===== src/rtl/cache_pkg.sv =====
// Shared state encoding and geometry helpers for the line-refill engine.
// Geometry functions are constant functions so they can size ports and parameters.
package cache_pkg;

  typedef enum logic [1:0] {
    IDLE   = 2'd0,
    INVAL  = 2'd1,
    FILL   = 2'd2,
    COMMIT = 2'd3
  } state_t;

  function automatic int log2_min1(input int v);
    return ($clog2(v) < 1) ? 1 : $clog2(v);
  endfunction

  function automatic int calc_words(input int block_size, input int data_width);
    return block_size * 8 / data_width;
  endfunction

  function automatic int calc_byte_w(input int data_width);
    return $clog2(data_width / 8);
  endfunction

  function automatic int calc_word_w(input int block_size, input int data_width);
    return log2_min1(calc_words(block_size, data_width));
  endfunction

  function automatic int calc_lines(input int cache_size, input int block_size, input int sets);
    return cache_size / (block_size * sets);
  endfunction

  function automatic int calc_idx_w(input int cache_size, input int block_size, input int sets);
    return log2_min1(calc_lines(cache_size, block_size, sets));
  endfunction

  function automatic int calc_tag_w(input int addr_width, input int data_width,
                                    input int cache_size, input int block_size,
                                    input int sets);
    return addr_width - calc_idx_w(cache_size, block_size, sets)
           - calc_word_w(block_size, data_width) - calc_byte_w(data_width);
  endfunction

endpackage


===== src/rtl/refill_addr_gen.sv =====
// Critical-word-first address generator: wrapping word counter, beat counter,
// last-beat flag and the word-aligned memory address of the current beat.
module refill_addr_gen #(
  parameter int ADDR_WIDTH = 32,
  parameter int TAG_W      = 26,
  parameter int IDX_W      = 2,
  parameter int WORD_W     = 2,
  parameter int BYTE_W     = 2,
  parameter int WORDS      = 4
) (
  input  logic                  clk,
  input  logic                  rst,
  input  logic                  load,
  input  logic [WORD_W-1:0]     start_word,
  input  logic [TAG_W-1:0]      tag,
  input  logic [IDX_W-1:0]      idx,
  input  logic                  advance,
  output logic [WORD_W-1:0]     word_cnt,
  output logic [ADDR_WIDTH-1:0] mem_addr,
  output logic                  last_beat
);

  localparam logic [WORD_W-1:0] LAST_WORD = WORD_W'(WORDS - 1);

  logic [WORD_W-1:0] beats;

  always_ff @(posedge clk or posedge rst) begin
    if (rst) begin
      word_cnt <= '0;
      beats    <= '0;
    end else if (load) begin
      word_cnt <= start_word;
      beats    <= '0;
    end else if (advance) begin
      word_cnt <= (word_cnt == LAST_WORD) ? '0 : word_cnt + 1'b1;
      beats    <= beats + 1'b1;
    end
  end

  assign last_beat = (beats == LAST_WORD);

  // Shift rather than concatenate zeros so an 8-bit word (BYTE_W=0) still elaborates.
  assign mem_addr = ADDR_WIDTH'({tag, idx, word_cnt}) << BYTE_W;

endmodule


===== src/rtl/cache_refill_ctrl.sv =====
// Line-refill engine: invalidates the victim line, bursts the block in
// critical-word-first, then commits tag+valid while stalling the requester.
module cache_refill_ctrl
  import cache_pkg::*;
#(
  parameter int ADDR_WIDTH     = 32,
  parameter int DATA_WIDTH     = 32,
  parameter int CACHE_SIZE     = 128,
  parameter int BLOCK_SIZE     = 16,
  parameter int NUMBER_OF_SETS = 2,
  localparam int WORDS  = calc_words(BLOCK_SIZE, DATA_WIDTH),
  localparam int BYTE_W = calc_byte_w(DATA_WIDTH),
  localparam int WORD_W = calc_word_w(BLOCK_SIZE, DATA_WIDTH),
  localparam int IDX_W  = calc_idx_w(CACHE_SIZE, BLOCK_SIZE, NUMBER_OF_SETS),
  localparam int TAG_W  = calc_tag_w(ADDR_WIDTH, DATA_WIDTH, CACHE_SIZE, BLOCK_SIZE,
                                     NUMBER_OF_SETS)
) (
  input  logic                    clk,
  input  logic                    rst,
  input  logic                    miss,
  input  logic [ADDR_WIDTH-1:0]   miss_addr,
  input  logic [0:NUMBER_OF_SETS-1] set_sel,
  output logic                    mem_sel,
  output logic [ADDR_WIDTH-1:0]   mem_addr,
  input  logic [DATA_WIDTH-1:0]   mem_rdata,
  input  logic                    mem_ready,
  output logic                    cache_we,
  output logic [0:NUMBER_OF_SETS-1] cache_way,
  output logic [IDX_W-1:0]        cache_index,
  output logic [WORD_W-1:0]       cache_word,
  output logic [DATA_WIDTH-1:0]   cache_wdata,
  output logic [TAG_W-1:0]        cache_tag,
  output logic                    valid_clr,
  output logic                    tag_we,
  output logic                    wait_req,
  output logic                    refill_done,
  output state_t                  fsm_state
);

  localparam int WAY_W = log2_min1(NUMBER_OF_SETS);

  // Memory handshake: mem_sel with a stable mem_addr is the request; a beat
  // transfers in any FILL cycle where mem_ready is high, and mem_rdata is
  // written to the data array in that same cycle.

  state_t state, state_next;

  logic                             load;
  logic                             advance;
  logic                             last_beat;
  logic [WORD_W-1:0]                word_cnt;
  logic [WAY_W-1:0]                 way_idx;
  logic [0:NUMBER_OF_SETS-1]        way_pick;
  logic                             unused_addr_bits;

  assign unused_addr_bits = ^miss_addr;

  // Lowest-index set bit wins; an all-zero select falls back to way 0.
  always_comb begin
    way_idx  = '0;
    way_pick = '0;
    for (int i = NUMBER_OF_SETS - 1; i >= 0; i--) begin
      if (set_sel[i]) way_idx = WAY_W'(i);
    end
    way_pick[way_idx] = 1'b1;
  end

  always_ff @(posedge clk or posedge rst) begin
    if (rst) state <= IDLE;
    else     state <= state_next;
  end

  always_comb begin
    state_next  = state;
    load        = 1'b0;
    advance     = 1'b0;
    mem_sel     = 1'b0;
    cache_we    = 1'b0;
    valid_clr   = 1'b0;
    tag_we      = 1'b0;
    wait_req    = 1'b0;
    refill_done = 1'b0;
    case (state)
      IDLE: begin
        wait_req = miss & ~rst;
        if (miss) begin
          load       = 1'b1;
          state_next = INVAL;
        end
      end
      INVAL: begin
        valid_clr  = 1'b1;
        wait_req   = 1'b1;
        state_next = FILL;
      end
      FILL: begin
        mem_sel  = 1'b1;
        wait_req = 1'b1;
        if (mem_ready) begin
          cache_we = 1'b1;
          advance  = 1'b1;
          if (last_beat) state_next = COMMIT;
        end
      end
      COMMIT: begin
        tag_we      = 1'b1;
        refill_done = 1'b1;
        wait_req    = 1'b1;
        state_next  = IDLE;
      end
      default: state_next = IDLE;
    endcase
  end

  // Line identity is captured once at miss acceptance; later input changes are ignored.
  always_ff @(posedge clk or posedge rst) begin
    if (rst) begin
      cache_tag   <= '0;
      cache_index <= '0;
      cache_way   <= '0;
    end else if (load) begin
      cache_tag   <= miss_addr[ADDR_WIDTH-1 -: TAG_W];
      cache_index <= miss_addr[BYTE_W+WORD_W +: IDX_W];
      cache_way   <= way_pick;
    end
  end

  refill_addr_gen #(
    .ADDR_WIDTH (ADDR_WIDTH),
    .TAG_W      (TAG_W),
    .IDX_W      (IDX_W),
    .WORD_W     (WORD_W),
    .BYTE_W     (BYTE_W),
    .WORDS      (WORDS)
  ) u_addr_gen (
    .clk        (clk),
    .rst        (rst),
    .load       (load),
    .start_word (miss_addr[BYTE_W +: WORD_W]),
    .tag        (cache_tag),
    .idx        (cache_index),
    .advance    (advance),
    .word_cnt   (word_cnt),
    .mem_addr   (mem_addr),
    .last_beat  (last_beat)
  );

  assign cache_word  = word_cnt;
  assign cache_wdata = mem_rdata;
  assign fsm_state   = state;

endmodule

===== config.mk =====
export PLATFORM = sky130hd
export DESIGN_NAME = cache_refill_ctrl
export DESIGN_NICKNAME = d
export VERILOG_FILES = /design/src/rtl/cache_pkg.sv /design/src/rtl/refill_addr_gen.sv /design/src/rtl/cache_refill_ctrl.sv
export SDC_FILE = /design/constraint.sdc
export NUM_CORES = 1
export LEC_CHECK = 0
export BUFFER_PORTS_ARGS = -buffer_cell sky130_fd_sc_hd__buf_2
export CAP_MARGIN = 20
export CORE_AREA = 2 2 76 78
export CTS_CLUSTER_SIZE = 12
export DETAILED_ROUTE_END_ITERATION = 8
export DIE_AREA = 0 0 78 80
export PLACE_DENSITY = 0.87
export SLEW_MARGIN = 20
export SYNTH_ARGS = -nofsm -noshare
export SYNTH_HDL_FRONTEND = slang
export SYNTH_HIERARCHICAL = 1
export SYNTH_SLANG_ARGS = --single-unit

===== constraint.sdc =====
create_clock -name clk -period 2.3 [get_ports clk]
set_input_delay 0.115 -clock clk [delete_from_list [all_inputs] [get_ports clk]]
set_output_delay 0.115 -clock clk [all_outputs]
set_load 0.01 [all_outputs]

==> results of run 1 <==
==> per-layer routing <==
layer | part of all wire [%] | up-vias | global-route usage [%]
li1 | - | 584 | -
met1 | 37 | 594 | 11.5
met2 | 52 | 72 | 19.8
met3 | 9.2 | 8 | 3.96
met4 | 1.2 | 0 | 4.04
met5 | 0 | - | 0
==> worst max path at each step <==
stage                             startpoint                            endpoint  slack (ps)
floorplan           fsm_state[0]$_DFFE_PP0P_  u_addr_gen/word_cnt[1]$_DFFE_PP0P_         490
global placement    fsm_state[0]$_DFFE_PP0P_            cache_tag[2]$_DFFE_PP0P_         370
detailed placement  fsm_state[0]$_DFFE_PP0P_           cache_tag[17]$_DFFE_PP0P_         330
CTS                 fsm_state[0]$_DFFE_PP0P_           cache_tag[10]$_DFFE_PP0P_         320
global route        fsm_state[0]$_DFFE_PP0P_           cache_tag[10]$_DFFE_PP0P_         210
finish              fsm_state[0]$_DFFE_PP0P_            cache_tag[3]$_DFFE_PP0P_         370
==> placed cells by master, fill, tap and decap left out <==
| cell | synthesis | final |
|---|---|---|
| nand2_1 | 3 | 3 |
| dfrtp_1 | 36 | 36 |
| clkbuf_8 | 0 | 7 |
| bufinv_16 | 0 | 1 |
| ha_1 | 7 | 7 |
| dlygate4sd3_1 | 0 | 1 |
| buf_2 | 0 | 105 |
| buf_4 | 65 | 2 |
| and2_1 | 1 | 1 |
| mux2i_1 | 1 | 1 |
| xnor2_1 | 2 | 2 |
| mux2_1 | 1 | 1 |
| nor2_1 | 4 | 4 |
| o21ai_0 | 2 | 2 |
| mux2_2 | 28 | 28 |
| and2b_1 | 1 | 1 |
| a22oi_1 | 1 | 1 |
| a221o_1 | 1 | 1 |
| a21o_1 | 1 | 1 |
| a2bb2oi_1 | 1 | 1 |
| conb_1 | 1 | 2 |
| and4bb_1 | 1 | 1 |
| nor3b_2 | 1 | 1 |
| a222oi_1 | 1 | 1 |
| inv_1 | 8 | 8 |
| a21oi_1 | 1 | 1 |
==> through the flow <==
stage	cell area (µm²)	hold slack [ps]	power, µW	cells
finish	2270	46.5	3420	292
global route	2270	50.8	3670	292
CTS	2270	31.6	3480	292
detailed placement	2130	23.5	2850	283
global placement	2130	12.6	2800	283
floorplan	2030	-119	2570	172
==> Yosys cell counts <==
cell,instances
a21oi_1,1
a21o_1,1
a221o_1,1
and2b_1,1
nor2_1,4
a222oi_1,1
conb_1,1
a2bb2oi_1,1
mux2i_1,1
and2_1,1
inv_1,8
mux2_1,1
nand2_1,3
mux2_2,28
ha_1,7
xnor2_1,2
dfrtp_1,36
buf_6,3
o21ai_0,2
and4bb_1,1
nor3b_2,1
buf_4,65
a22oi_1,1
==> final cells by class <==
type / instances / area, µm²
clock inverter: 1 / 30.0
inverter: 8 / 30.0
fill: 544 / 3130
multi-input combinational: 60 / 573
timing repair buffer: 108 / 551
sequential: 36 / 901
tap: 72 / 90.1
clock buffer: 7 / 96.3
==> registers in the layout (all words and copies together), names as in the netlist <==
name and flops:
cache_tag 26, fsm_state 2, cache_index 2, u_addr_gen/beats 2, cache_way 2, u_addr_gen/word_cnt 2
==> report_power, final <==
part | leakage [µW] | switching (µW) | internal (µW)
combinational | 0.000725 | 811 | 818
sequential | 0.000428 | 226 | 959
clock | 0.0000645 | 220 | 383
==> critical path: stages, from the launching register on <==
cell and delay [ps]:
dfrtp_1 420, inv_1 120, ha_1 280, nand2_1 240
buf_4 370, mux2_2 380
==> what timing repair did <==
item | CTS | global route
hold buffers | 1 | 0
hold endpoints to repair | 36 | 0
endpoints found under the setup margin | 0 | 0
==> cells by family (layout without fill, tap and decap cells) <==
group / Yosys count / count (layout)
simple gates: 11 / 11
xor+xnor: 2 / 2
other cells: 1 / 2
mux: 30 / 30
buf+inv: 76 / 124
compound gates: 8 / 8
flops: 36 / 36
fa+ha+maj: 7 / 7
==> reports/qor.yml, run 1 <==
cts:
  postCtsSetupRepairBufs: 0
  clock_path_buffers: 2
  cts_root_buf: "clkbuf_8"
  insertion_delay_ps: 280
  postCtsResizedCells: 0
  cts.sinks: 36
  htree_levels: 2
  cts_buffers: 5
  path_clk_slew_ps: 70
  cts_tree: "built"
sta:
  min_period_ps: 1930
  tns_ps: 0
  final-setup-viol-count: 0
  skew_ps: 3.17
  finalCritPeriodShare_pct: 83.9
  grt_setup_unrepaired: "no"
  drv_slew: 0
  finalHoldViolCount: 0
  timing.fmax_mhz: 518
  timing.final.ws_setup_ps: 370
finish:
  postLayoutCoreUtil_pct: 42.0
  antenna_cells: 0
  layout.nets: 296
  syn2layout_area_growth_pct: 12.3
  drive_above_1_share_pct: 65.5
grt:
  grt_overflow: 0
  antenna_found_initial: 0
  grt_usage_pct: 10.9
  grt_pass1_wl_um: 5350
  grt_pass1_vias: 1200
  grt_max_degree: 33
worst_setup_path:
  path_class: "reg -> reg"
  startpoint_type: "register"
  r2r_end: "cache_tag[3]$_DFFE_PP0P_"
  r2r-start: "fsm_state[0]$_DFFE_PP0P_"
  cp.required_ps: 2470
  cp_max_fo: 26
  critPathArrivalTime_ps: 2100
  rr_worst_depth: 5
  crit_path_end_kind: "register"
  rrSetupSlack_ps: 370
detailed_routing:
  dr.pass1.iters: 4
  routedWlPerCell_um: 12.1
  drt_wl_total_um: 3540
  vias: 1258
  vias_per_cell: 4.31
  final_antenna_net_count: 0
  drcViolationCount: 0
  initialDrtViolationCount: 20
yosys:
  synth_top_family_by_area: "buffers and inverters"
  yosys_warnings: 6
  synthTopCellsByArea: "dfrtp_1, buf_4, mux2_2"
  synth_fa_ha_area_share_pct: 4.33
  synth_top_area_share_pct: 44.6
  synthSimpleGateAreaFrac_pct: 3.22
  synth-seq-cells: 36
  synthXorXnorAreaFrac_pct: 0.866
  synth_compound_area_share_pct: 2.91
  muxShareOfSynthArea_pct: 16.6
  avgSynthCellArea_um2: 11.8
  synth_seq_area_share_pct: 44.6
  synth_area_leader_cell: "dfrtp_1"
  synth.distinct_cells: 23
  syn_area_um2: 2020
  postSynthCellCount: 171
floorplanning:
  floorplan.initialDensity_pct: 37.4
  dieHeight_um: 80
  io_pins: 174
  fp.dieW_um: 78
  rows: 27
  die-area_um2: 6240
  core_um2: 5410
placed_design:
  io_buffers: 105
  dp_slack_ps: 334
  gp_congestion: 0.784
  dp_hpwl_um: 2750
power:
  power_density_nw_per_um2: 1500
  total_leakage_power_uw: 0.00122
  vdd_drop_max_uv: 577
run_status:
  outcome: "finished clean"
worst_hold_path:
  hold_path_class: "in -> reg"
  min_delay_path_depth: 3
  min_from: "miss_addr[2]"
  min_to: "u_addr_gen/word_cnt[0]$_DFFE_PP0P_"
run:
  max-cap-violations: 0
Note: power is estimated with default switching activity, not from simulation.
==> run 2: changes to the inputs <==
--- a/config.mk
+++ b/config.mk
@@ -7,11 +7,11 @@
 export LEC_CHECK = 0
 export BUFFER_PORTS_ARGS = -buffer_cell sky130_fd_sc_hd__buf_2
 export CAP_MARGIN = 20
-export CORE_AREA = 2 2 76 78
+export CORE_AREA = 2 2 80 82
 export CTS_CLUSTER_SIZE = 12
 export DETAILED_ROUTE_END_ITERATION = 8
-export DIE_AREA = 0 0 78 80
-export PLACE_DENSITY = 0.87
+export DIE_AREA = 0 0 82 84
+export PLACE_DENSITY = 0.83
 export SLEW_MARGIN = 20
 export SYNTH_ARGS = -nofsm -noshare
 export SYNTH_HDL_FRONTEND = slang
==> constraint.sdc (replaced) <==
create_clock -name clk -period 1.6 [get_ports clk]
set_input_delay 0.08 -clock clk [delete_from_list [all_inputs] [get_ports clk]]
set_output_delay 0.08 -clock clk [all_outputs]
set_load 0.01 [all_outputs]
==> run 2 against run 1 <==
Against the previous run:
- sequential share of layout area shrank 0.83 points
- non-clock buffer count rose by 4
- critical path type unchanged
- setup slack got worse by 310 ps
==> reports/qor.yml, run 2 (synthesized netlist as in run 1, its figures left out) <==
cts:
  cts_buffers: 5  # unchanged
  htree_levels: 2  # unchanged
  insertion_delay_ps: 280  # about the same
  clock_path_buffers: 2  # unchanged
  cts_tree: "built"
  cts.sinks: 36  # unchanged
  cts_root_buf: "clkbuf_8"
  path_clk_slew_ps: 80  # about the same
worst_setup_path:
  rrSetupSlack_ps: 60  # -310 ps
  r2r-start: "fsm_state[1]$_DFFE_PP0P_"
  rr_worst_depth: 3  # -2
  worstSetupEndpoint: "fsm_state[1]$_DFFE_PP0P_"
  r2r_end: "fsm_state[1]$_DFFE_PP0P_"
  cp.required_ps: 1760  # -710 ps
  path_class: "reg -> reg"
  startpoint: "fsm_state[1]$_DFFE_PP0P_"
  critPathArrivalTime_ps: 1700  # -400 ps
  startpoint_type: "register"
  cp_max_fo: 6  # -77%
  crit_path_end_kind: "register"
floorplanning:
  rows: 29  # +7.4%
  fp.dieW_um: 82  # +5.1%
  dieHeight_um: 84  # +5.0%
  floorplan.initialDensity_pct: 33.2  # -4.2 points
  die-area_um2: 6890  # +10%
  io_pins: 174  # unchanged
  core_um2: 6100  # +13%
placed_design:
  gp_congestion: 0.756  # -3.5%
  dp_hpwl_um: 2780  # +0.98%
  dp_slack_ps: 33.1  # -301 ps
  io_buffers: 105  # unchanged
  placed_cells: 290  # +2.5%
sta:
  min_period_ps: 1540  # -393 ps
  timing.final.ws_setup_ps: 62.3  # -307 ps
  skew_ps: 7.05  # +3.88 ps
  finalHoldViolCount: 0  # unchanged
  timing.fmax_mhz: 650  # +26%
  drv_slew: 0  # unchanged
  grt_setup_unrepaired: "yes"
  final-setup-viol-count: 0  # unchanged
  finalCritPeriodShare_pct: 96.1  # +12 points
grt:
  grt_usage_pct: 10.7  # -0.19 points
  grt_overflow: 0  # unchanged
  grt_pass1_vias: 1261  # +5.1%
  grt_pass1_wl_um: 5730  # +7.0%
  antenna_found_initial: 0  # unchanged
  grt_max_degree: 31  # -6.1%
finish:
  top_register: "cache_tag"
  layout.cells.non_filler: 301  # +3.1%
  drive_above_1_share_pct: 69.6  # +4.2 points
  layout.nets: 300  # +1.4%
  regArea_um2: 903  # +0.28%
  final_cell_mix: "buf_2, dfrtp_1, mux2_2"
  multi_input_area_um2: 603  # +5.2%
  antenna_cells: 0  # unchanged
  largest_register_ffs: 26  # unchanged
  final_common_cell: "buf_2"
  syn2layout_area_growth_pct: 15.0
  n_fill_cell: 609  # +12%
run_status:
  outcome: "finished clean"
worst_hold_path:
  min_delay_path_depth: 2  # -1
  hold_path_class: "in -> reg"
detailed_routing:
  routedWlPerCell_um: 12.1  # -0.14%
  drcViolationCount: 0  # unchanged
  drt_wl_total_um: 3640  # +2.9%
  initialDrtViolationCount: 26  # +30%
  vias_per_cell: 4.25  # -1.4%
  vias: 1278  # +1.6%
  final_antenna_net_count: 0  # unchanged
  dr.pass1.iters: 4  # unchanged
power:
  vdd_drop_max_uv: 872  # +51%
  total_leakage_power_uw: 0.00121  # -0.32%
  power_density_nw_per_um2: 2080  # +39%
  p_total_uw: 4850  # +42%
run:
  max-cap-violations: 0  # unchanged
## run 2: worst min path at each step
stage	slack, ps	to	start
floorplan	-150	u_addr_gen/beats[0]$_DFFE_PP0P_	rst
global route	6	cache_tag[15]$_DFFE_PP0P_	miss_addr[21]
detailed placement	0.05	u_addr_gen/beats[1]$_DFFE_PP0P_	rst
finish	20	cache_tag[15]$_DFFE_PP0P_	miss_addr[21]
global placement	-6	u_addr_gen/word_cnt[0]$_DFFE_PP0P_	rst
CTS	8	cache_tag[25]$_DFFE_PP0P_	miss_addr[31]
## run 2: power by group
group          internal, µW  switching (µW)
Combinational          1260            1210
Clock                   348             322
Sequential             1380             320
## run 2: layout make-up
cell class,count,area share (%)
flip-flops and latches,36,38.8
multi-input cells,60,25.9
inverters,8,1.29
clock buffers,6,3.55
clock inverters,2,0.646
repair buffers,112,25.6
well taps,77,4.14
## run 2: layer usage
layer  global-route usage (%)  wire length [µm]
met1                     11.8              1390
met2                     18.2              1900
met3                     3.14               304
met4                     5.45                48
met5                        0                 0
## run 2: per-stage QoR
stage | setup TNS (ps) | hold slack, ps | util [%] | area (µm²)
after floorplan | 0 | -154 | - | 2040
after global placement | 0 | -5.60 | 35.9 | 2190
after detailed placement | 0 | 0.0540 | 35.9 | 2190
after CTS | 0 | 8.40 | 37.8 | 2300
after global routing | -25.2 | 5.55 | 38.2 | 2330
final | 0 | 24.7 | 38.2 | 2330
## run 2: worst max-delay path, cell delays in order, from the launching register on
cell      delay (ps)
dfrtp_2          460
ha_4             180
a222oi_1         420
mux2_1           360
## run 2: repair_timing
| action | in CTS | in global routing |
|---|---|---|
| hold buffers | 2 | 0 |
| endpoints found under the hold margin | 37 | 0 |
| resized for setup | 0 | 3 |
| endpoints found under the setup margin | 0 | 2 |
| setup buffers | 0 | 1 |
==> run 3: changes to the inputs <==
--- a/config.mk
+++ b/config.mk
@@ -5,8 +5,7 @@
 export SDC_FILE = /design/constraint.sdc
 export NUM_CORES = 1
 export LEC_CHECK = 0
-export BUFFER_PORTS_ARGS = -buffer_cell sky130_fd_sc_hd__buf_2
-export CAP_MARGIN = 20
+export BUFFER_PORTS_ARGS = -buffer_cell sky130_fd_sc_hd__buf_4
 export CORE_AREA = 2 2 80 82
 export CTS_CLUSTER_SIZE = 12
 export DETAILED_ROUTE_END_ITERATION = 8
==> run 3 against run 2 <==
Against the previous run:
- register-to-register slack about the same
- sequential share of layout area down 4.3 points
- setup slack better by 9.3 ps
- final cell count up 0.33%
- global-route usage up 0.40 points
- die area unchanged
- clock skew down 2.7 ps
==> reports/qor.yml, run 3 (synthesized netlist as in run 1, its figures left out) <==
power:
  total_leakage_power_uw: 0.00132  # +9.0%
  power_frac_seq_pct: 31.0  # -4.1 points
  p_int_uw: 3710  # +24%
  vdd_drop_max_uv: 1040  # +19%
  pwr-share-clk_pct: 15.5  # +1.7 points
  switching_share_pct: 33.9  # -4.3 points
  p_switching_uw: 1900  # +2.6%
  power_density_nw_per_um2: 2140  # +2.8%
  comb_power_share_pct: 53.6  # +2.6 points
finish:
  antenna_cells: 0  # unchanged
  final_common_cell: "buf_4"
  n_fill_cell: 595  # -2.3%
  drive_above_1_share_pct: 69.8  # +0.13 points
  largest_register_ffs: 26  # unchanged
  final_cell_mix: "buf_4, dfrtp_1, mux2_2"
  multi_input_area_um2: 593  # -1.7%
  layout.nets: 301  # +0.33%
  regArea_um2: 903  # unchanged
  top_register: "cache_tag"
  syn2layout_area_growth_pct: 29.3
detailed_routing:
  initialDrtViolationCount: 37  # +42%
  routedWlPerCell_um: 12.7  # +4.8%
  vias: 1319  # +3.2%
  wl_met1_um: 1360  # -1.9%
  dr_wl_met2_um: 2010  # +6.1%
  dr.pass1.iters: 4  # unchanged
  final_antenna_net_count: 0  # unchanged
  dr.max_layer_used: "met4"
  vias_per_cell: 4.37  # +2.9%
  drt_wl_total_um: 3830  # +5.2%
  wl_met3_um: 345  # +13%
  drcViolationCount: 0  # unchanged
cts:
  htree_levels: 2  # unchanged
  path_clk_slew_ps: 70  # about the same
  cts.sinks: 36  # unchanged
  insertion_delay_ps: 280  # about the same
  cts_root_buf: "clkbuf_8"
  cts_tree: "built"
  cts_buffers: 5  # unchanged
  clock_path_buffers: 2  # unchanged
floorplanning:
  dieHeight_um: 84  # unchanged
  rows: 29  # unchanged
  io_pins: 174  # unchanged
  fp.dieW_um: 82  # unchanged
  core_um2: 6100  # unchanged
  die-area_um2: 6890  # unchanged
  floorplan.initialDensity_pct: 33.2  # unchanged
placed_design:
  dp_hpwl_um: 2940  # +6.1%
  gp_congestion: 0.748  # -1.1%
  io_buffers: 105  # unchanged
worst_setup_path:
  cp_max_fo: 4  # -2
  cp.required_ps: 1760  # about the same
  path_class: "reg -> reg"
  critPathArrivalTime_ps: 1690  # about the same
  startpoint: "fsm_state[1]$_DFFE_PP0P_"
  startpoint_type: "register"
  r2r-start: "fsm_state[1]$_DFFE_PP0P_"
  crit_path_end_kind: "register"
  rr_worst_depth: 3  # unchanged
sta:
  min_period_ps: 1530  # -9.26 ps
  finalHoldViolCount: 0  # unchanged
  finalCritPeriodShare_pct: 95.5  # -0.58 points
  skew_ps: 4.39  # -2.66 ps
  timing.fmax_mhz: 654  # +0.61%
  drv_slew: 0  # unchanged
  final-setup-viol-count: 0  # unchanged
  grt_setup_unrepaired: "no"
  tns_ps: 0  # unchanged
  hold_ws_ps: 23.6  # -1.15 ps
grt:
  grt_usage_pct: 11.1  # +0.40 points
  grt_overflow: 0  # unchanged
  grt_pass1_vias: 1321  # +4.8%
  grt_max_degree: 31  # unchanged
  grt_pass1_wl_um: 5910  # +3.2%
  antenna_found_initial: 0  # unchanged
run_status:
  outcome: "finished clean"
worst_hold_path:
  hold_path_class: "in -> reg"
  min_delay_path_depth: 2  # unchanged
  min_from: "miss_addr[19]"
run:
  max-cap-violations: 0  # unchanged
run 3: changes by cell type in the layout (fill, tap and decap cells not counted), sizes merged:
| cell | before | now |
|---|---|---|
| bufinv | 0 | 1 |
| clkbuf | 6 | 7 |
| buf | 110 | 111 |
| clkinvlp | 2 | 0 |
run 3: layer usage:
layer / up-vias / track usage [%]
li1: 596 / -
met1: 648 / 11.9
met2: 58 / 18.9
met3: 17 / 3.68
met4: 0 / 5.61
met5: - / 0
run 3: metrics by stage:
step,std cells,util (%),total power [µW],setup slack (ps),instance area [µm²]
after floorplan,172,-,3740,5.10,2040
after global placement,290,40.2,4660,76.8,2450
after detailed placement,290,40.2,4750,0.359,2450
after CTS,302,42.8,5710,7.01,2610
after global routing,302,42.9,6000,2.80,2620
final,302,42.9,5610,71.6,2620
run 3: power groups by stage:
stage                     sequential, µW  combinational (µW)  clock (µW)
final                               1740                3000         866
after global routing                1820                3240         943
after CTS                           1740                3050         915
after detailed placement            1760                2990           0
after global placement              1740                2930           0
after floorplan                     1930                1810           0
run 3: worst paths after layout:
check / end / slack, ps
setup reg to reg: fsm_state[1]$_DFFE_PP0P_ / 70
hold reg to reg: cache_way[1]$_DFFE_PP0P_ / 500
setup / recovery: fsm_state[1]$_DFFE_PP0P_ / 70
max in group asynchronous: cache_tag[0]$_DFFE_PP0P_ / 980
min in group asynchronous: u_addr_gen/word_cnt[0]$_DFFE_PP0P_ / 270
hold / removal: cache_tag[13]$_DFFE_PP0P_ / 20
run 3: final cells by class:
type                    count  area share, %
multi-input cells          60           22.7
well taps                  77           3.68
repair buffers            113           33.1
clock inverters             1           1.15
flip-flops and latches     36           34.5
inverters                   8           1.15
clock buffers               7           3.68
run 3: repair_timing:
action | CTS | global route
gates cloned | 0 | 0
gates resized for setup | 0 | 2
pin swaps | 1 | 1
endpoints found under the hold margin | 37 | 0
buffers inserted | 2 | 0
endpoints found under the setup margin | 1 | 3
hold buffers | 2 | 0
run 3: worst max-delay path: stages, from the launching register on:
cell and delay [ps]:
dfrtp_2 430, ha_2 190, a222oi_1 420, mux2_1 370
